### src/rtl/fetch_exec_controller_pkg.sv
// Shared types and constants for the fetch/execute controller:
// opcodes, FSM state encoding, ALU selects and instruction field positions.
package fetch_exec_controller_pkg;

  localparam int IR_W    = 16;
  localparam int DADDR_W = 8;
  localparam int RADDR_W = 4;

  typedef enum logic [3:0] {
    OP_NOOP  = 4'h0,
    OP_STORE = 4'h1,
    OP_LOAD  = 4'h2,
    OP_ADD   = 4'h3,
    OP_SUB   = 4'h4,
    OP_HALT  = 4'h5
  } opcode_e;

  // The encoding is visible on state_out, so the values are fixed.
  typedef enum logic [3:0] {
    S_INIT   = 4'd0,
    S_PRIME  = 4'd1,
    S_FETCH  = 4'd2,
    S_DECODE = 4'd3,
    S_NOOP   = 4'd4,
    S_LOAD_A = 4'd5,
    S_LOAD_B = 4'd6,
    S_STORE  = 4'd7,
    S_ADD    = 4'd8,
    S_SUB    = 4'd9,
    S_HALT   = 4'd10
  } state_e;

  localparam logic [2:0] ALU_PASS = 3'b000;
  localparam logic [2:0] ALU_ADD  = 3'b001;
  localparam logic [2:0] ALU_SUB  = 3'b010;

  localparam int OPC_LSB     = 12;
  localparam int RA_LSB      = 8;
  localparam int RB_LSB      = 4;
  localparam int RW_LSB      = 0;
  localparam int LD_ADDR_LSB = 4;
  localparam int ST_ADDR_LSB = 0;

  // Undefined opcodes fold onto NOOP so the FSM never sees them.
  function automatic opcode_e to_opcode(input logic [3:0] raw);
    case (raw)
      4'h1:    return OP_STORE;
      4'h2:    return OP_LOAD;
      4'h3:    return OP_ADD;
      4'h4:    return OP_SUB;
      4'h5:    return OP_HALT;
      default: return OP_NOOP;
    endcase
  endfunction

endpackage

### src/rtl/fetch_exec_controller_if.sv
// Control bus between the sequencer and the fetch/execute datapath.
// master = controller side, slave = datapath side.
interface fetch_exec_controller_if;
  import fetch_exec_controller_pkg::*;

  logic [IR_W-1:0]    IR;
  logic               PC_clr;
  logic               PC_up;
  logic               IR_ld;
  logic [DADDR_W-1:0] D_addr;
  logic               D_wr;
  logic               RF_s;
  logic [RADDR_W-1:0] RF_W_addr;
  logic               RF_W_en;
  logic [RADDR_W-1:0] RF_Ra_addr;
  logic [RADDR_W-1:0] RF_Rb_addr;
  logic [2:0]         ALU_s0;
  logic [3:0]         state_out;
  logic               halted;

  modport master (
    input  IR,
    output PC_clr, PC_up, IR_ld, D_addr, D_wr, RF_s, RF_W_addr, RF_W_en,
           RF_Ra_addr, RF_Rb_addr, ALU_s0, state_out, halted
  );

  modport slave (
    output IR,
    input  PC_clr, PC_up, IR_ld, D_addr, D_wr, RF_s, RF_W_addr, RF_W_en,
           RF_Ra_addr, RF_Rb_addr, ALU_s0, state_out, halted
  );

endinterface

### src/rtl/fetch_exec_controller_instr_field_decode.sv
// Splits the latched instruction word into opcode and raw operand fields;
// the FSM decides which fields are actually driven out.
module fetch_exec_controller_instr_field_decode
  import fetch_exec_controller_pkg::*;
(
  input  logic [IR_W-1:0]    ir_i,
  output opcode_e            opcode_o,
  output logic [RADDR_W-1:0] ra_o,
  output logic [RADDR_W-1:0] rb_o,
  output logic [RADDR_W-1:0] rw_o,
  output logic [DADDR_W-1:0] ld_addr_o,
  output logic [DADDR_W-1:0] st_addr_o
);

  assign opcode_o  = to_opcode(ir_i[OPC_LSB +: 4]);
  assign ra_o      = ir_i[RA_LSB +: RADDR_W];
  assign rb_o      = ir_i[RB_LSB +: RADDR_W];
  assign rw_o      = ir_i[RW_LSB +: RADDR_W];
  assign ld_addr_o = ir_i[LD_ADDR_LSB +: DADDR_W];
  assign st_addr_o = ir_i[ST_ADDR_LSB +: DADDR_W];

endmodule

### src/rtl/fetch_exec_controller.sv
// Fetch/decode/execute sequencer: drives the PC/IR fetch path and decodes
// each instruction into Moore-style register-file, memory and ALU strobes.
module fetch_exec_controller
  import fetch_exec_controller_pkg::*;
(
  input logic                     Clock,
  input logic                     Clr,
  fetch_exec_controller_if.master bus
);

  state_e                state_q, state_d;
  opcode_e               opcode;
  logic [RADDR_W-1:0]    ra, rb, rw;
  logic [DADDR_W-1:0]    ld_addr, st_addr;

  fetch_exec_controller_instr_field_decode u_decode (
    .ir_i      (bus.IR),
    .opcode_o  (opcode),
    .ra_o      (ra),
    .rb_o      (rb),
    .rw_o      (rw),
    .ld_addr_o (ld_addr),
    .st_addr_o (st_addr)
  );

  always_ff @(posedge Clock) begin
    if (Clr) state_q <= S_INIT;
    else     state_q <= state_d;
  end

  always_comb begin
    state_d = state_q;
    case (state_q)
      S_INIT:   state_d = S_PRIME;
      S_PRIME:  state_d = S_FETCH;
      S_FETCH:  state_d = S_DECODE;
      S_DECODE: begin
        case (opcode)
          OP_LOAD:  state_d = S_LOAD_A;
          OP_STORE: state_d = S_STORE;
          OP_ADD:   state_d = S_ADD;
          OP_SUB:   state_d = S_SUB;
          OP_HALT:  state_d = S_HALT;
          default:  state_d = S_FETCH;
        endcase
      end
      S_LOAD_A: state_d = S_LOAD_B;
      S_LOAD_B,
      S_STORE,
      S_ADD,
      S_SUB:    state_d = S_FETCH;
      S_HALT:   state_d = S_HALT;
      // Unused encodings restart the sequence rather than lock up.
      default:  state_d = S_INIT;
    endcase
  end

  always_comb begin
    bus.PC_clr     = 1'b0;
    bus.PC_up      = 1'b0;
    bus.IR_ld      = 1'b0;
    bus.D_addr     = '0;
    bus.D_wr       = 1'b0;
    bus.RF_s       = 1'b0;
    bus.RF_W_addr  = '0;
    bus.RF_W_en    = 1'b0;
    bus.RF_Ra_addr = '0;
    bus.RF_Rb_addr = '0;
    bus.ALU_s0     = ALU_PASS;
    bus.halted     = 1'b0;
    case (state_q)
      S_INIT:  bus.PC_clr = 1'b1;
      S_FETCH: begin
        bus.IR_ld = 1'b1;
        bus.PC_up = 1'b1;
      end
      S_LOAD_A, S_LOAD_B: begin
        bus.D_addr    = ld_addr;
        bus.RF_s      = 1'b1;
        bus.RF_W_addr = rw;
        bus.RF_W_en   = (state_q == S_LOAD_B);
      end
      S_STORE: begin
        bus.D_addr     = st_addr;
        bus.RF_Ra_addr = ra;
        bus.D_wr       = 1'b1;
      end
      S_ADD, S_SUB: begin
        bus.RF_Ra_addr = ra;
        bus.RF_Rb_addr = rb;
        bus.RF_W_addr  = rw;
        bus.RF_W_en    = 1'b1;
        bus.ALU_s0     = (state_q == S_ADD) ? ALU_ADD : ALU_SUB;
      end
      S_HALT:  bus.halted = 1'b1;
      default: ;
    endcase
  end

  assign bus.state_out = state_q;

endmodule

### src/flat_wrapper.sv
// flat-port wrapper written by rule: the top's interface ports become plain ports
module fetch_exec_controller_flat import fetch_exec_controller_pkg::*;
  (Clock, Clr, bus_IR, bus_PC_clr, bus_PC_up, bus_IR_ld, bus_D_addr, bus_D_wr, bus_RF_s, bus_RF_W_addr, bus_RF_W_en, bus_RF_Ra_addr, bus_RF_Rb_addr, bus_ALU_s0, bus_state_out, bus_halted);
  fetch_exec_controller_if bus_i ();
  input logic Clock;
  input logic Clr;
  input wire logic [$bits(bus_i.IR)-1:0] bus_IR;
  output wire logic [$bits(bus_i.PC_clr)-1:0] bus_PC_clr;
  output wire logic [$bits(bus_i.PC_up)-1:0] bus_PC_up;
  output wire logic [$bits(bus_i.IR_ld)-1:0] bus_IR_ld;
  output wire logic [$bits(bus_i.D_addr)-1:0] bus_D_addr;
  output wire logic [$bits(bus_i.D_wr)-1:0] bus_D_wr;
  output wire logic [$bits(bus_i.RF_s)-1:0] bus_RF_s;
  output wire logic [$bits(bus_i.RF_W_addr)-1:0] bus_RF_W_addr;
  output wire logic [$bits(bus_i.RF_W_en)-1:0] bus_RF_W_en;
  output wire logic [$bits(bus_i.RF_Ra_addr)-1:0] bus_RF_Ra_addr;
  output wire logic [$bits(bus_i.RF_Rb_addr)-1:0] bus_RF_Rb_addr;
  output wire logic [$bits(bus_i.ALU_s0)-1:0] bus_ALU_s0;
  output wire logic [$bits(bus_i.state_out)-1:0] bus_state_out;
  output wire logic [$bits(bus_i.halted)-1:0] bus_halted;
  assign bus_i.IR = bus_IR;
  assign bus_PC_clr = bus_i.PC_clr;
  assign bus_PC_up = bus_i.PC_up;
  assign bus_IR_ld = bus_i.IR_ld;
  assign bus_D_addr = bus_i.D_addr;
  assign bus_D_wr = bus_i.D_wr;
  assign bus_RF_s = bus_i.RF_s;
  assign bus_RF_W_addr = bus_i.RF_W_addr;
  assign bus_RF_W_en = bus_i.RF_W_en;
  assign bus_RF_Ra_addr = bus_i.RF_Ra_addr;
  assign bus_RF_Rb_addr = bus_i.RF_Rb_addr;
  assign bus_ALU_s0 = bus_i.ALU_s0;
  assign bus_state_out = bus_i.state_out;
  assign bus_halted = bus_i.halted;
  fetch_exec_controller u_core (.Clock(Clock), .Clr(Clr), .bus(bus_i));
endmodule
### config.mk
export PLATFORM = sky130hd
export DESIGN_NAME = fetch_exec_controller_flat
export DESIGN_NICKNAME = d
export VERILOG_FILES = /design/src/rtl/fetch_exec_controller_pkg.sv /design/src/rtl/fetch_exec_controller_if.sv /design/src/rtl/fetch_exec_controller_instr_field_decode.sv /design/src/rtl/fetch_exec_controller.sv /design/src/flat_wrapper.sv
export SDC_FILE = /design/constraint.sdc
export NUM_CORES = 1
export LEC_CHECK = 0
export BUFFER_PORTS_ARGS = -buffer_cell sky130_fd_sc_hd__buf_2
export CORE_AREA = 5 5 51 53
export CTS_CLUSTER_SIZE = 30
export DETAILED_ROUTE_END_ITERATION = 7
export DIE_AREA = 0 0 56 58
export HOLD_SLACK_MARGIN = 0.08
export PLACE_DENSITY = 0.78
export SLEW_MARGIN = 40
export SYNTH_ARGS = -nofsm -noshare
export SYNTH_HDL_FRONTEND = slang
export SYNTH_HIERARCHICAL = 1
export SYNTH_SLANG_ARGS = --single-unit
### constraint.sdc
create_clock -name Clock -period 2.2 [get_ports Clock]
set_clock_uncertainty 0.1 [all_clocks]
set_input_delay 0.44 -clock Clock [delete_from_list [all_inputs] [get_ports Clock]]
set_output_delay 0.44 -clock Clock [all_outputs]
set_load 0.05 [all_outputs]
==> impl_metrics.py, run 1 <==
metrics = {
    "run_status": {
        "status": "finished clean",
    },
    "timing": {
        "setup_ws_ps": 30.6,
        "setup_violations": 0,
        "setup_tns_ps": 0,
        "worst_pin_slew_ps": 666,
        "fin_crit_ps": 2170,
        "clock.fmax_mhz": 461,
        "finalMaxSlewViolations": 0,
        "period_share_pct": 98.6,
        "finalHoldViolCount": 0,
        "relSlewSlack_pct": 55.5,
        "hold_ws_ps": 295,
    },
    "synthesis": {
        "synthArstFlopShare_pct": 0,
        "synthTopCellsByArea": "buf_4 29%, dfxtp_1 9.3%, a22o_1 8.1%, and2_1 4.4%, nor2b_1 3.6%",
        "netlist.area_leader.share_pct": 28.8,
        "synth_area_sq_um": 861,
        "synth-xor-area-share_pct": 2.03,
        "synth_cell_types": 38,
        "syn_inst": 108,
        "synth_area_leader_cell": "buf_4",
        "synthAdderAreaFrac_pct": 0,
        "postSynthAreaPerCell_sq_um": 7.97,
        "yosysWarnings": 6,
        "synth_compound_area_share_pct": 25.9,
        "synthSimpleGateAreaFrac_pct": 31.0,
        "synth_fp_nets": 126,
        "seq_area_frac_synth_pct": 9.30,
        "yosys_most_used_dff": "dfxtp_1",
        "synth.ff_latch_count": 4,
        "synth_top_family_by_area": "simple AND/OR/NAND/NOR gates",
        "synth_edf_count": 0,
        "synthMuxAreaShare_pct": 0,
    },
    "power_and_ir_drop": {
        "peakVddDrop_mv": 0.192,
        "p_leak_nw": 0.547,
        "p_sw_share_pct": 42.1,
        "internal_power_mw": 0.209,
        "power_switching_mw": 0.152,
        "power.total_mw": 0.360,
        "p_per_area_mw_per_mm2": 318,
        "combPwrFrac_pct": 50.5,
        "seq_power_share_pct": 25.1,
        "clockPowerShare_pct": 24.4,
    },
    "route": {
        "drtIter0Drc": 16,
        "dr_total_vias": 793,
        "drt-total-wl_um": 2180,
        "post_drt_wl_per_cell_um": 13.5,
        "via_per_inst": 4.93,
        "antenna_left": 0,
        "first_pass_iters": 4,
        "drc_errors": 0,
    },
    "worst_setup_path": {
        "path_common_cell": "buf_6",
        "worstPathMaxFanout": 11,
        "path_class": "reg -> out",
        "worstPathCellList": "buf_6 > and4b_2 > buf_6 > a22o_2 > buf_4",
        "critical_path_buf_inv_count": 3,
        "end_kind": "primary output",
        "crit_path_start_kind": "flop",
        "critPathMaxStageDelay_ps": 360,
        "cpLargestDelayFamily": "buffers and inverters",
        "cp.arrival_ps": 1630,
        "cp.required_ps": 1660,
        "cpMaxStageDelayCell": "dfxtp_4",
    },
    "cells_and_area": {
        "syn_to_final_growth_pct": 31.7,
        "antenna-diode-count": 0,
        "final_cell_mix": "37 x buf_2, 11 x buf_4, 7 x clkbuf_4, 7 x a22o_2",
        "fillers": 204,
        "layout-drive-gt1-share_pct": 72.2,
        "largest_reg_flops": 4,
        "final_common_cell": "buf_2",
        "nets": 153,
    },
    "global_route": {
        "overflow": 0,
        "grt_max_degree": 17,
        "grt_pass1_vias": 765,
        "antenna_found_initial": 0,
        "grt_usage_pct": 12.7,
        "grt_first_pass_wirelength_um": 3440,
    },
    "floorplanning": {
        "chipWidth_um": 56,
        "dieHeight_um": 58,
        "ioPinCount": 52,
        "die_area_sq_mm": 0.00325,
        "core_region_area_sq_mm": 0.00211,
        "initial_core_util_pct": 40.9,
        "rows": 17,
    },
    "place": {
        "dp_hpwl_um": 1770,
        "dpl_worst_slack_ps": 127,
        "gp_congestion": 0.750,
        "port_buffers": 50,
    },
    "clocking": {
        "htree_levels": 1,
        "hold_buffers": 0,
        "cts_buffers": 3,
        "cts_num_sinks": 4,
        "cts_max_path_buffers": 2,
        "clkTransAtPathRegs_ps": 40,
        "clock_latency_ps": 230,
        "tritoncts": "yes",
        "cts_root_buf": "clkbuf_4",
    },
    "min_path": {
        "min_path_type": "in -> reg",
    },
    "flow_run": {
        "drv_cap": 0,
    },
}
[repair_timing]
item	CTS	global route
setup endpoints to repair	13	10
setup buffers	1	1
gates resized for setup	11	14
pin swaps	0	1
[layer usage]
layer	up-vias	part of all wire [%]	wire, um	track usage, %
met5	-	0	0	0
met2	28	54	1170	22.9
met1	366	40	867	15.1
met4	0	0	0	4.75
li1	399	-	-	-
met3	0	6.2	135	2.00
[cell usage after synthesis, drive strengths merged, types with 2 or more instances]
cell / count
dfxtp: 4
nor3: 5
a21boi: 4
a22o: 8
a211oi: 2
a21o: 2
nor2: 4
or3b: 2
nor3b: 4
nand2b: 3
conb: 2
o21a: 2
and2: 6
buf: 36
nand3b: 2
nor4b: 2
nor2b: 5
[power by group through the flow]
stage / clock (mW) / combinational, mW / sequential (mW)
finish: 0.0881 / 0.182 / 0.0904
global route: 0.0959 / 0.195 / 0.0918
CTS: 0.0920 / 0.183 / 0.0907
detailed placement: 0 / 0.181 / 0.0913
global placement: 0 / 0.178 / 0.0898
floorplan: 0 / 0.162 / 0.105
[stage by stage]
step	util, %	cell area [sq um]	std cells
after floorplan	-	977	108
after global placement	49.1	1030	156
after detailed placement	49.1	1030	156
after CTS	51.9	1090	160
after global routing	53.8	1130	161
final	53.8	1130	161
[cell families after synthesis]
logic type / count (synthesis)
AND/OR/NAND/NOR: 38
buffers and inverters: 37
AO/OA/AOI/OAI: 25
flip-flops: 4
XOR/XNOR: 2
other: 2
[worst paths after layout]
| check | start | end | slack (ps) | cells past startpoint |
|---|---|---|---|---|
| max | u_core/bus.state_out[0] | bus_D_addr[7] | 30 | 5 |
| min | Clr | u_core/bus.state_out[2] | 290 | 2 |
| max reg2reg | u_core/bus.state_out[1] | u_core/bus.state_out[1] | 680 | 4 |
| min reg2reg | u_core/bus.state_out[0] | u_core/bus.state_out[2] | 590 | 2 |
[final cells by class]
class | instances | area [sq um] | area share, %
inverter | 1 | 3.75 | 0.331
sequential | 4 | 90.1 | 7.95
tap | 28 | 35.0 | 3.09
clock buffer | 3 | 22.5 | 1.99
multi-input combinational | 67 | 617 | 54.4
timing repair buffer | 58 | 365 | 32.2
No activity file was read; power rests on OpenSTA's default activity.
==> run 2: changes to the inputs <==
--- a/config.mk
+++ b/config.mk
@@ -5,13 +5,14 @@
 export SDC_FILE = /design/constraint.sdc
 export NUM_CORES = 1
 export LEC_CHECK = 0
+export ABC_AREA = 1
 export BUFFER_PORTS_ARGS = -buffer_cell sky130_fd_sc_hd__buf_2
-export CORE_AREA = 5 5 51 53
+export CORE_AREA = 5 5 50 52
 export CTS_CLUSTER_SIZE = 30
 export DETAILED_ROUTE_END_ITERATION = 7
-export DIE_AREA = 0 0 56 58
+export DIE_AREA = 0 0 55 57
 export HOLD_SLACK_MARGIN = 0.08
-export PLACE_DENSITY = 0.78
+export PLACE_DENSITY = 0.77
 export SLEW_MARGIN = 40
 export SYNTH_ARGS = -nofsm -noshare
 export SYNTH_HDL_FRONTEND = slang
==> run 2 against run 1 <==
Against the previous run:
- synthesized area shrank 7.8%
- power down 19%
- worst hold slack improved by 8.3 ps
- flip-flop and latch count did not move
- sequential power shrank 7.9%
- clock-buffer cell count is the same
- via count is 4.0% higher
- final cell count grew 28%
- utilization is 11 points lower
- synthesized cell count is 44% higher
- register-to-register slack improved by 390 ps
- fmax grew 4.5%
- largest power group unchanged
==> impl_metrics.py, run 2 <==
metrics = {
    "run_status": {
        "status": "finished clean",
    },
    "global_route": {
        "antenna_found_initial": 0,
        "grt_usage_pct": 11.6,
        "grt_first_pass_wirelength_um": 2820,
        "grt_pass1_vias": 760,
        "grt_max_degree": 11,
        "overflow": 0,
    },
    "synthesis": {
        "synth.ff_latch_count": 4,
        "synth_area_sq_um": 793,
        "syn_inst": 156,
        "synthAdderAreaFrac_pct": 0,
        "synthArstFlopShare_pct": 0,
        "synth_compound_area_share_pct": 3.79,
        "synth_area_leader_cell": "buf_4",
        "yosys_most_used_dff": "dfxtp_1",
        "synthTopCellsByCount": "47 x nand2_1, 31 x buf_4, 26 x inv_1, 25 x nor2_1, 6 x nand3_1",
        "synth_cell_types": 13,
        "synthMuxAreaShare_pct": 0,
        "synth_top_family_by_area": "buffers and inverters",
        "synth-xor-area-share_pct": 0,
        "synth_edf_count": 0,
        "synth_fp_nets": 174,
        "yosysWarnings": 6,
        "seq_area_frac_synth_pct": 10.1,
        "postSynthAreaPerCell_sq_um": 5.09,
        "netlist.area_leader.share_pct": 29.3,
        "synthTopCellsByArea": "buf_4 29%, nand2_1 22%, inv_1 12%, nor2_1 12%, dfxtp_1 10%",
        "synth.most_common_cell": "nand2_1",
        "synthSimpleGateAreaFrac_pct": 41.6,
    },
    "cells_and_area": {
        "syn_to_final_growth_pct": 12.5,
        "antenna-diode-count": 0,
        "final_common_cell": "buf_2",
        "nets": 198,
        "final_cell_mix": "48 x buf_2, 47 x nand2_1, 26 x inv_1",
        "largest_reg_flops": 4,
        "layout-drive-gt1-share_pct": 39.3,
        "fillers": 262,
        "final_core_util_pct": 43.2,
    },
    "timing": {
        "setup_tns_ps": 0,
        "clock.fmax_mhz": 482,
        "period_share_pct": 94.3,
        "grt_setup_unrepaired": "no",
        "finalMaxSlewViolations": 0,
        "setup_ws_ps": 124,
        "fin_crit_ps": 2080,
        "finalHoldViolCount": 0,
        "setup_violations": 0,
    },
    "worst_setup_path": {
        "critPathMaxStageDelay_ps": 390,
        "cpLargestDelayFamily": "simple AND/OR/NAND/NOR gates",
        "path_class": "reg -> out",
        "reg2reg_to": "u_core/bus.state_out[2]",
        "worstPathCellList": "nand2_1 > nor2_1 > inv_1 > nand2_1 > nand2_1 > inv_1 > buf_2",
        "cp.required_ps": 1660,
        "critical_path_buf_inv_count": 3,
        "r2r_start": "u_core/bus.state_out[3]",
        "r2r_cells": 5,
        "critical_path_depth": 7,
        "end_kind": "primary output",
        "rrSetupSlack_ps": 1070,
        "worstPathMaxFanout": 6,
        "cp.arrival_ps": 1540,
        "crit_path_start_kind": "flop",
        "startpoint": "u_core/bus.state_out[3]",
        "cpMaxStageDelayCell": "dfxtp_1",
        "path_common_cell": "nand2_1",
        "cp-endpoint": "bus_RF_W_addr[2]",
    },
    "route": {
        "dr_total_vias": 825,
        "drc_errors": 0,
        "antenna_left": 0,
        "drtIter0Drc": 14,
        "via_per_inst": 4.00,
        "drt-total-wl_um": 1810,
        "first_pass_iters": 4,
        "post_drt_wl_per_cell_um": 8.77,
    },
    "clocking": {
        "cts_root_buf": "clkbuf_4",
        "htree_levels": 1,
        "tritoncts": "yes",
        "cts_max_path_buffers": 2,
        "clock_latency_ps": 230,
        "clkTransAtPathRegs_ps": 40,
        "cts_buffers": 3,
        "cts_num_sinks": 4,
        "hold_buffers": 0,
    },
    "place": {
        "dpl_worst_slack_ps": 368,
        "dp_hpwl_um": 1560,
        "port_buffers": 50,
        "gp_congestion": 0.834,
    },
    "floorplanning": {
        "chipWidth_um": 55,
        "initial_core_util_pct": 38.4,
        "ioPinCount": 52,
        "core_region_area_sq_mm": 0.00206,
        "dieHeight_um": 57,
        "die_area_sq_mm": 0.00314,
        "rows": 17,
    },
    "min_path": {
        "min_path_type": "in -> reg",
        "min_from": "Clr",
    },
    "power_and_ir_drop": {
        "peakVddDrop_mv": 0.194,
        "p_per_area_mw_per_mm2": 325,
        "p_leak_nw": 0.665,
        "power.total_mw": 0.290,
    },
    "flow_run": {
        "drv_cap": 0,
    },
}
## run 2: changes by cell type in the layout (fill, tap and decap cells not counted), moves of 3 or more
| cell | delta |
|---|---|
| nand2_1 | +46 |
| nor2_2 | +8 |
| nand3_1 | +6 |
| buf_2 | +11 |
| inv_2 | +4 |
| nor2_1 | +16 |
| inv_1 | +25 |
| a22o_2 | -7 |
| nor2b_2 | -4 |
| buf_4 | -11 |
| nand2b_1 | -3 |
| buf_6 | -6 |
| and2_1 | -6 |
## run 2: power by group
group,internal [mW],total (mW),switching (mW)
logic,0.0329,0.117,0.0844
clock network,0.0609,0.0896,0.0287
registers,0.0777,0.0833,0.00560
## run 2: worst min-delay path by stage
stage                              end  slack (ps)  depth (start not counted)
6_report       u_core/bus.state_out[1]         300                          2
5_1_grt        u_core/bus.state_out[1]         300                          2
4_1_cts        u_core/bus.state_out[1]         300                          2
3_5_place_dp   u_core/bus.state_out[3]         480                          2
2_1_floorplan  u_core/bus.state_out[1]         400                          1
3_3_place_gp   u_core/bus.state_out[3]         470                          2
## run 2: logic make-up after synthesis
logic type             after synthesis
buffers and inverters               61
other                                2
AND/OR/NAND/NOR                     83
flip-flops                           4
AO/OA/AOI/OAI                        6
## run 2: metal layers
metal / up-vias / track usage (%) / wire (um)
met5: - / 0 / 0
met4: 0 / 4.17 / 14
met3: 2 / 1.83 / 148
met2: 24 / 21.6 / 928
met1: 335 / 12.5 / 715
li1: 464 / - / -
## run 2: timing repair
action                                  in CTS  in global routing
buffers inserted                             0                  0
endpoints found under the setup margin       0                  2
resized for setup                            0                  2
## run 2: area by class of cell
type / count / area [sq um] / share of cell area (%)
well taps: 28 / 35.0 / 3.93
clock buffers: 3 / 22.5 / 2.52
repair buffers: 50 / 255 / 28.6
multi-input cells: 91 / 383 / 42.9
flip-flops and latches: 4 / 83.8 / 9.40
inverters: 30 / 113 / 12.6
## run 2: per-stage QoR
| step | hold WS [ps] | instances | area, sq um |
|---|---|---|---|
| after floorplan | 402 | 156 | 812 |
| after global placement | 475 | 203 | 865 |
| after detailed placement | 482 | 203 | 865 |
| after CTS | 295 | 206 | 887 |
| after global routing | 304 | 206 | 892 |
| final | 303 | 206 | 892 |
==> run 3: changes to the inputs <==
==> constraint.sdc (replaced) <==
create_clock -name Clock -period 2.2 [get_ports Clock]
set_clock_uncertainty 0.1 [all_clocks]
set_input_delay 0.44 -clock Clock [delete_from_list [all_inputs] [get_ports Clock]]
set_output_delay 0.44 -clock Clock [all_outputs]
set_load 0.02 [all_outputs]
==> run 3 against run 2 <==
Against the previous run:
- flip-flop and latch count stayed put
- sequential power is 0.7% lower
- power decreased by 11%
- worst hold slack improved by 11 ps
- largest cell class unchanged
- first-iteration DRC count shrank 29%
- largest power group is now clock
- utilization down 1.0 points
- critical path depth unchanged
- combinational power shrank 26%
==> impl_metrics.py, run 3 (synthesis gave the netlist of run 2 again) <==
metrics = {
    "run_status": {
        "status": "finished clean",
    },
    "floorplanning": {
        "chipWidth_um": 55,
        "dieHeight_um": 57,
        "core_region_area_sq_mm": 0.00206,
        "rows": 17,
        "ioPinCount": 52,
        "die_area_sq_mm": 0.00314,
        "initial_core_util_pct": 38.4,
    },
    "power_and_ir_drop": {
        "p_leak_nw": 0.667,
        "combPwrFrac_pct": 33.7,
        "power_switching_mw": 0.0879,
        "internal_power_mw": 0.170,
        "p_per_area_mw_per_mm2": 296,
        "seq_power_share_pct": 32.1,
        "peakVddDrop_mv": 0.292,
        "clockPowerShare_pct": 34.2,
        "p_sw_share_pct": 34.1,
    },
    "timing": {
        "grt_setup_unrepaired": "no",
        "fin_crit_ps": 1970,
        "period_share_pct": 89.6,
        "setup_violations": 0,
        "finalMaxSlewViolations": 0,
        "finalHoldViolCount": 0,
        "clock.fmax_mhz": 507,
        "setup_tns_ps": 0,
    },
    "place": {
        "dp_hpwl_um": 1540,
        "port_buffers": 50,
        "gp_congestion": 0.837,
    },
    "route": {
        "drt-total-wl_um": 1770,
        "post_drt_wl_per_cell_um": 8.58,
        "dr_total_vias": 830,
        "drc_errors": 0,
        "first_pass_iters": 4,
        "antenna_left": 0,
        "via_per_inst": 4.03,
        "drtIter0Drc": 10,
    },
    "flow_run": {
        "drv_cap": 0,
    },
    "global_route": {
        "grt_util_met2_pct": 19.9,
        "grt_usage_pct": 11.6,
        "grt_pass1_vias": 748,
        "grt_first_pass_wirelength_um": 2840,
        "grt_max_degree": 11,
        "antenna_found_initial": 0,
        "top_usage_layer": "met2",
        "overflow": 0,
        "use_met1_pct": 13.9,
        "gr-usage-met3_pct": 3.13,
    },
    "clocking": {
        "cts_buffers": 3,
        "clock_latency_ps": 230,
        "htree_levels": 1,
        "tritoncts": "yes",
        "clkTransAtPathRegs_ps": 40,
        "cts_max_path_buffers": 2,
        "cts.repair.resized": 0,
        "cts_root_buf": "clkbuf_4",
        "post_cts_buffers": 0,
        "hold_buffers": 0,
        "cts_num_sinks": 4,
    },
    "cells_and_area": {
        "fillers": 251,
        "multi_input_area_sq_um": 370,
        "syn_to_final_growth_pct": 9.78,
        "final_cell_mix": "50 x buf_2, 46 x nand2_1, 26 x inv_1",
        "seq_area_sq_um": 80.1,
        "layout-drive-gt1-share_pct": 34.8,
        "nets": 198,
        "antenna-diode-count": 0,
        "final_core_util_pct": 42.2,
        "final_common_cell": "buf_2",
        "largest_reg_flops": 4,
    },
    "worst_setup_path": {
        "worstPathMaxFanout": 6,
        "end_kind": "primary output",
        "cp.arrival_ps": 1430,
        "path_class": "reg -> out",
        "crit_path_start_kind": "flop",
        "cp.required_ps": 1660,
        "rrSetupSlack_ps": 1050,
    },
    "min_path": {
        "min_path_type": "in -> reg",
    },
}
[run 3: cell count changes in the layout (fill, tap and decap cells not counted), moves of 2 or more]
| cell | change |
|---|---|
| nor2_1 | +6 |
| nor2_2 | -6 |
| dfxtp_1 | +3 |
| dfxtp_2 | -3 |
| buf_2 | +2 |
| clkbuf_4 | -2 |
[run 3: metrics by stage]
step	setup WS, ps	cells	area, sq um	hold slack (ps)	power, mW
after floorplan	377	156	793	409	0.174
after global placement	439	203	846	514	0.171
after detailed placement	431	203	846	514	0.171
final	229	206	871	314	0.258
after CTS	178	206	868	309	0.263
after global routing	38.7	206	871	316	0.282
[run 3: final cells by class]
type,instances,share of cell area (%)
Timing Repair Buffer,50,28.7
Inverter,30,12.9
Clock buffer,3,2.59
Tap cell,28,4.02
Sequential cell,4,9.20
Multi-Input combinational cell,91,42.5
[run 3: power by group through the flow]
stage / clock network, mW / logic (mW) / registers (mW)
2_1_floorplan: 0 / 0.0868 / 0.0874
5_1_grt: 0.100 / 0.0982 / 0.0833
3_3_place_gp: 0 / 0.0871 / 0.0838
6_report: 0.0883 / 0.0868 / 0.0827
3_5_place_dp: 0 / 0.0874 / 0.0838
4_1_cts: 0.0926 / 0.0878 / 0.0826
[run 3: final timing paths]
check	startpoint	endpoint	cells after the start
worst max-delay path	u_core/bus.state_out[3]	bus_RF_W_addr[2]	7
worst min-delay path	Clr	u_core/bus.state_out[0]	2
worst max register to register	u_core/bus.state_out[1]	u_core/bus.state_out[0]	6
worst min register to register	u_core/bus.state_out[1]	u_core/bus.state_out[3]	2
[run 3: metal layers]
metal	vias to the layer above	wire [um]
met4	0	9
li1	461	-
met1	344	761
met5	-	0
met3	2	138
met2	23	858
[run 3: critical path: stages, from the launching register on]
cell     delay, ps
dfxtp_1        410
nand2_1        140
nor2_1         150
inv_1          130
nand2_2        130
nand2_1         60
inv_1           40
buf_2          150
